$ cat src/rtl/edge_event_counter_pkg.sv
// Shared definitions for the edge event counter: debounce FSM encoding and defaults.
package edge_event_counter_pkg;

    typedef enum logic [1:0] {
        ST_LOW    = 2'd0,
        ST_CHK_HI = 2'd1,
        ST_HIGH   = 2'd2,
        ST_CHK_LO = 2'd3
    } state_t;

    localparam int DEF_WIDTH    = 8;
    localparam int DEF_DEBOUNCE = 3;

    // Stability count at which a pending level change is accepted.
    function automatic logic [7:0] stable_target(input int debounce);
        return 8'(debounce - 1);
    endfunction

endpackage

$ cat src/rtl/edge_event_counter_debounce.sv
// Synchronizer plus debounce FSM; emits the debounced level and a
// combinational rise flag that is high on the edge accepting a rising change.
module sig_debounce
    import edge_event_counter_pkg::*;
#(
    parameter int DEBOUNCE = DEF_DEBOUNCE
) (
    input  logic clk,
    input  logic reset_n,
    input  logic in_sig,
    output logic level,
    output logic rise
);

    localparam logic [7:0] LAST = stable_target(DEBOUNCE);

    logic       sync_meta;
    logic       s;
    state_t     state;
    state_t     state_next;
    logic [7:0] cnt;
    logic [7:0] cnt_next;
    logic       level_next;

    always_ff @(posedge clk or negedge reset_n) begin
        if (!reset_n) begin
            sync_meta <= 1'b0;
            s         <= 1'b0;
        end else begin
            sync_meta <= in_sig;
            s         <= sync_meta;
        end
    end

    always_ff @(posedge clk or negedge reset_n) begin
        if (!reset_n) begin
            state <= ST_LOW;
            cnt   <= 8'd0;
            level <= 1'b0;
        end else begin
            state <= state_next;
            cnt   <= cnt_next;
            level <= level_next;
        end
    end

    always_comb begin
        state_next = state;
        cnt_next   = cnt;
        unique case (state)
            ST_LOW: begin
                if (s) begin
                    // With a one-cycle debounce the first differing sample is accepted.
                    if (DEBOUNCE == 1) begin
                        state_next = ST_HIGH;
                        cnt_next   = 8'd0;
                    end else begin
                        state_next = ST_CHK_HI;
                        cnt_next   = 8'd1;
                    end
                end
            end
            ST_CHK_HI: begin
                if (!s) begin
                    state_next = ST_LOW;
                    cnt_next   = 8'd0;
                end else if (cnt == LAST) begin
                    state_next = ST_HIGH;
                    cnt_next   = 8'd0;
                end else begin
                    cnt_next = cnt + 8'd1;
                end
            end
            ST_HIGH: begin
                if (!s) begin
                    if (DEBOUNCE == 1) begin
                        state_next = ST_LOW;
                        cnt_next   = 8'd0;
                    end else begin
                        state_next = ST_CHK_LO;
                        cnt_next   = 8'd1;
                    end
                end
            end
            ST_CHK_LO: begin
                if (s) begin
                    state_next = ST_HIGH;
                    cnt_next   = 8'd0;
                end else if (cnt == LAST) begin
                    state_next = ST_LOW;
                    cnt_next   = 8'd0;
                end else begin
                    cnt_next = cnt + 8'd1;
                end
            end
        endcase
    end

    always_comb begin
        level_next = (state_next == ST_HIGH) || (state_next == ST_CHK_LO);
        rise       = ((state == ST_CHK_HI) && s && (cnt == LAST)) ||
                     ((DEBOUNCE == 1) && (state == ST_LOW) && s);
    end

endmodule

$ cat src/rtl/edge_event_counter.sv
// Debounced rising-edge detector with a saturating or wrapping event counter
// and a sticky overflow flag.
module edge_event_counter
    import edge_event_counter_pkg::*;
#(
    parameter int WIDTH    = DEF_WIDTH,
    parameter int DEBOUNCE = DEF_DEBOUNCE,
    parameter int SATURATE = 1
) (
    input  logic             clk,
    input  logic             reset_n,
    input  logic             in_sig,
    input  logic             enable,
    input  logic             clear,
    output logic             level,
    output logic             pulse,
    output logic [WIDTH-1:0] count,
    output logic             overflow
);

    localparam logic [WIDTH-1:0] MAX = '1;

    logic rise;

    sig_debounce #(
        .DEBOUNCE(DEBOUNCE)
    ) u_debounce (
        .clk    (clk),
        .reset_n(reset_n),
        .in_sig (in_sig),
        .level  (level),
        .rise   (rise)
    );

    always_ff @(posedge clk or negedge reset_n) begin
        if (!reset_n) begin
            pulse    <= 1'b0;
            count    <= '0;
            overflow <= 1'b0;
        end else begin
            pulse <= rise;
            // clear wins over an increment landing on the same edge
            if (clear) begin
                count    <= '0;
                overflow <= 1'b0;
            end else if (rise && enable) begin
                if (count == MAX) begin
                    overflow <= 1'b1;
                    if (SATURATE == 0) begin
                        count <= '0;
                    end
                end else begin
                    count <= count + WIDTH'(1);
                end
            end
        end
    end

endmodule
$ cat config.mk
export PLATFORM = sky130hd
export DESIGN_NAME = edge_event_counter
export DESIGN_NICKNAME = d
export VERILOG_FILES = /design/src/rtl/edge_event_counter_pkg.sv /design/src/rtl/edge_event_counter_debounce.sv /design/src/rtl/edge_event_counter.sv
export SDC_FILE = /design/constraint.sdc
export NUM_CORES = 1
export LEC_CHECK = 0
export ABC_CLOCK_PERIOD_IN_PS = 5400
export BUFFER_PORTS_ARGS = -buffer_cell sky130_fd_sc_hd__buf_2
export CAP_MARGIN = 20
export CORE_AREA = 10 10 76 65
export CTS_CLUSTER_DIAMETER = 100
export DETAILED_ROUTE_END_ITERATION = 7
export DIE_AREA = 0 0 86 75
export PLACE_DENSITY = 0.62
export SLEW_MARGIN = 15
export SYNTH_ARGS = -nofsm -noshare
export SYNTH_HDL_FRONTEND = slang
export SYNTH_SLANG_ARGS = --single-unit
$ cat constraint.sdc
create_clock -name clk -period 5.4 [get_ports clk]
set_input_delay 1.08 -clock clk [delete_from_list [all_inputs] [get_ports clk]]
set_output_delay 1.08 -clock clk [all_outputs]
set_load 0.02 [all_outputs]
==> impl_metrics.ini <==
[synthesis]
synth_cell_types = 35
async_flop_share_pct = 100
synth_top_area_share_pct = 49.5
synthesis.nets = 119
ys_ff_latch = 23
syn_inst = 111
synth_top_cell_by_area = dfrtp_1
yosysSeqAreaShare_pct = 49.5
ys_warn_count = 0
yosysMostFrequentCell = dfrtp_1
netlist_top_cells_area = dfrtp_1 (49%), a21oi_1 (4.7%), o31ai_1 (3.9%), ha_1 (3.2%), nand3_1 (2.6%)
synth-main-ff-cell = dfrtp_1
syn_avg_cell_area_um2 = 10.5
ys_top_cells_by_count = dfrtp_1 (23), a21oi_1 (11), nand3_1 (6), o31ai_1 (6), o21ai_0 (5)
synth_area_um2 = 1160
synth-edff-count = 0

[timing]
grt_setup_unrepaired = false
setup_violations = 0
worst_pin_slew_ps = 905
finalClockSkew_ps = 0.769
fin_hold_ws_ps = 360
layout_min_cycle_time_ps = 2250
tns_ps = 0
slew_viol_final = 0
period_share_pct = 41.7
relSlewSlack_pct = 39.3
timing.fmax_mhz = 444
finalHoldViolCount = 0

[power_and_ir_drop]
clkPwrFrac_pct = 23.9
ir_drop_uv = 195
seq_power_share_pct = 47.4
p_leak_nw = 0.604
p_total_uw = 459
p_per_area_nw_per_um2 = 348
internal_power_uw = 298
switching_share_pct = 35.1
combinationalPowerShare_pct = 28.7
power_switching_uw = 161

[route]
final_antenna_net_count = 0
drtIter0Drc = 79
via_count = 946
routed_wl_um = 2560
first_pass_iters = 4
route.detailed.drc = 0
avgViaCountPerCell = 5.63
wl_per_cell_um = 15.2

[global_route]
grtUsageTotal_pct = 8.10
grt_overflow = 0
grt_pass1_vias = 939
grt_start_max_net_pins = 24
antenna_found_initial = 0
grt_pass1_wl_um = 4320

[layout]
drive_above_1_share_pct = 19.0
num-fill-cells = 335
diodes = 0
seq_area_um2 = 576
nets = 135
multi_input_area_um2 = 559
final_core_util_pct = 38.8
areaGrowthSynthToFinish_pct = 13.4

[floorplanning]
num_io_pins = 16
core_area_um2 = 3400
start_util_pct = 34.2
chipHeight_um = 75
die_area_um2 = 6450
die_x_um = 86
rows = 19

[critical_path]
cp-end-kind = flop
crit_chain = inv_1 > ha_1 > nor4b_4 > nand4_2 > or4_1 > a21oi_1
arrival_ps = 2450
r2r-start = u_debounce.cnt[0]
worst_ep_required_time_ps = 5590
worst-path-buf-inv = 1
path_max_fanout = 15
crit_start = u_debounce.cnt[0]
path_delay_family = simple AND/OR/NAND/NOR gates
max_stage_delay_ps = 610
start_kind = flop
r2r_setup_slack_ps = 3150
slowest_stage = or4_1
crit_type = flop to flop

[cts]
cts_tree = built
cts_resized = 0
numCtsBuffers = 3
clk_latency_ps = 260
h-tree-depth = 1
cts_sinks = 23
cts_hold_buf = 0
cts-root-buf = clkbuf_8
clkTransAtPathRegs_ps = 90
cts_setup_buffers = 0
clk_path_buf_depth = 2

[worst_hold_path]
hold_class = flop to flop
hold_start = u_debounce.sync_meta

[placement]
place_congestion = 0.855
numPortBuffers = 15
dpl.hpwl_um = 1850

[run]
drv_cap = 0

[run_status]
status = finished clean
==> logic make-up after synthesis <==
| logic type | share of synthesized area (%) |
|---|---|
| simple gates | 24.2 |
| fa+ha+maj | 3.23 |
| compound gates | 18.0 |
| xor+xnor | 0.753 |
| buf+inv | 2.47 |
| mux | 1.94 |
| flops | 49.5 |
==> per-stage QoR <==
stage | cell area [um^2] | worst slack (ps) | instances
after floorplan | 1160 | 3500 | 111
after global placement | 1270 | 3210 | 164
after detailed placement | 1270 | 3120 | 164
after CTS | 1320 | 3170 | 168
after global routing | 1320 | 3000 | 168
final | 1320 | 3150 | 168
==> sequential cells by signal, summed over array words and instances (netlist names) <==
signal and count:
u_debounce.level 1, pulse 1, u_debounce.s 1, u_debounce.cnt 8
u_debounce.sync_meta 1, count 8, overflow 1, u_debounce.state 2
==> cell type report <==
| class | instances | share of cell area, % |
|---|---|---|
| clock inverter | 1 | 0.379 |
| inverter | 3 | 0.853 |
| sequential | 23 | 43.6 |
| multi-input combinational | 81 | 42.4 |
| timing repair buffer | 15 | 5.69 |
| clock buffer | 3 | 3.13 |
| tap | 42 | 3.98 |
==> layer usage <==
layer	routed length (um)	vias up	GRT usage, %
met2	1170	27	12.5
met5	0	-	0
met3	143	2	2.05
li1	-	456	-
met4	38	0	4.56
met1	1210	461	10.1
==> final timing paths <==
check                                     to  cells after the start
setup / recovery                    count[3]                      6
min in group asynchronous  u_debounce.cnt[6]                      1
max in group asynchronous           count[3]                      1
setup reg to reg                    count[3]                      6
hold / removal                  u_debounce.s                      0
hold reg to reg                 u_debounce.s                      0
==> placed cells by master (no fill, tap or decap), drive strengths merged, types with 3 or more instances in the layout <==
master and count:
a31oi 3, and4 3, o21ai 5, nor3 4, inv 3, nor2 4
and3 4, o31ai 6, dfrtp 23, a21oi 11, or4 3, or3 4
buf 15, nand4 5, clkbuf 3, nand3 6, ha 3
==> power by group through the flow <==
stage / logic (mW) / registers (mW) / clock network [mW]
2_1_floorplan: 0.0966 / 0.220 / 0
3_3_place_gp: 0.129 / 0.219 / 0
3_5_place_dp: 0.133 / 0.220 / 0
4_1_cts: 0.134 / 0.217 / 0.111
5_1_grt: 0.150 / 0.220 / 0.119
6_report: 0.132 / 0.218 / 0.110
==> worst reg2reg max path, cell delays in order (launching register included) <==
cell and delay [ps]:
dfrtp_1 420, inv_1 110, ha_1 170, nor4b_4 340, nand4_2 360, or4_1 610
a21oi_1 160
Note: power is estimated with default switching activity, not from simulation.
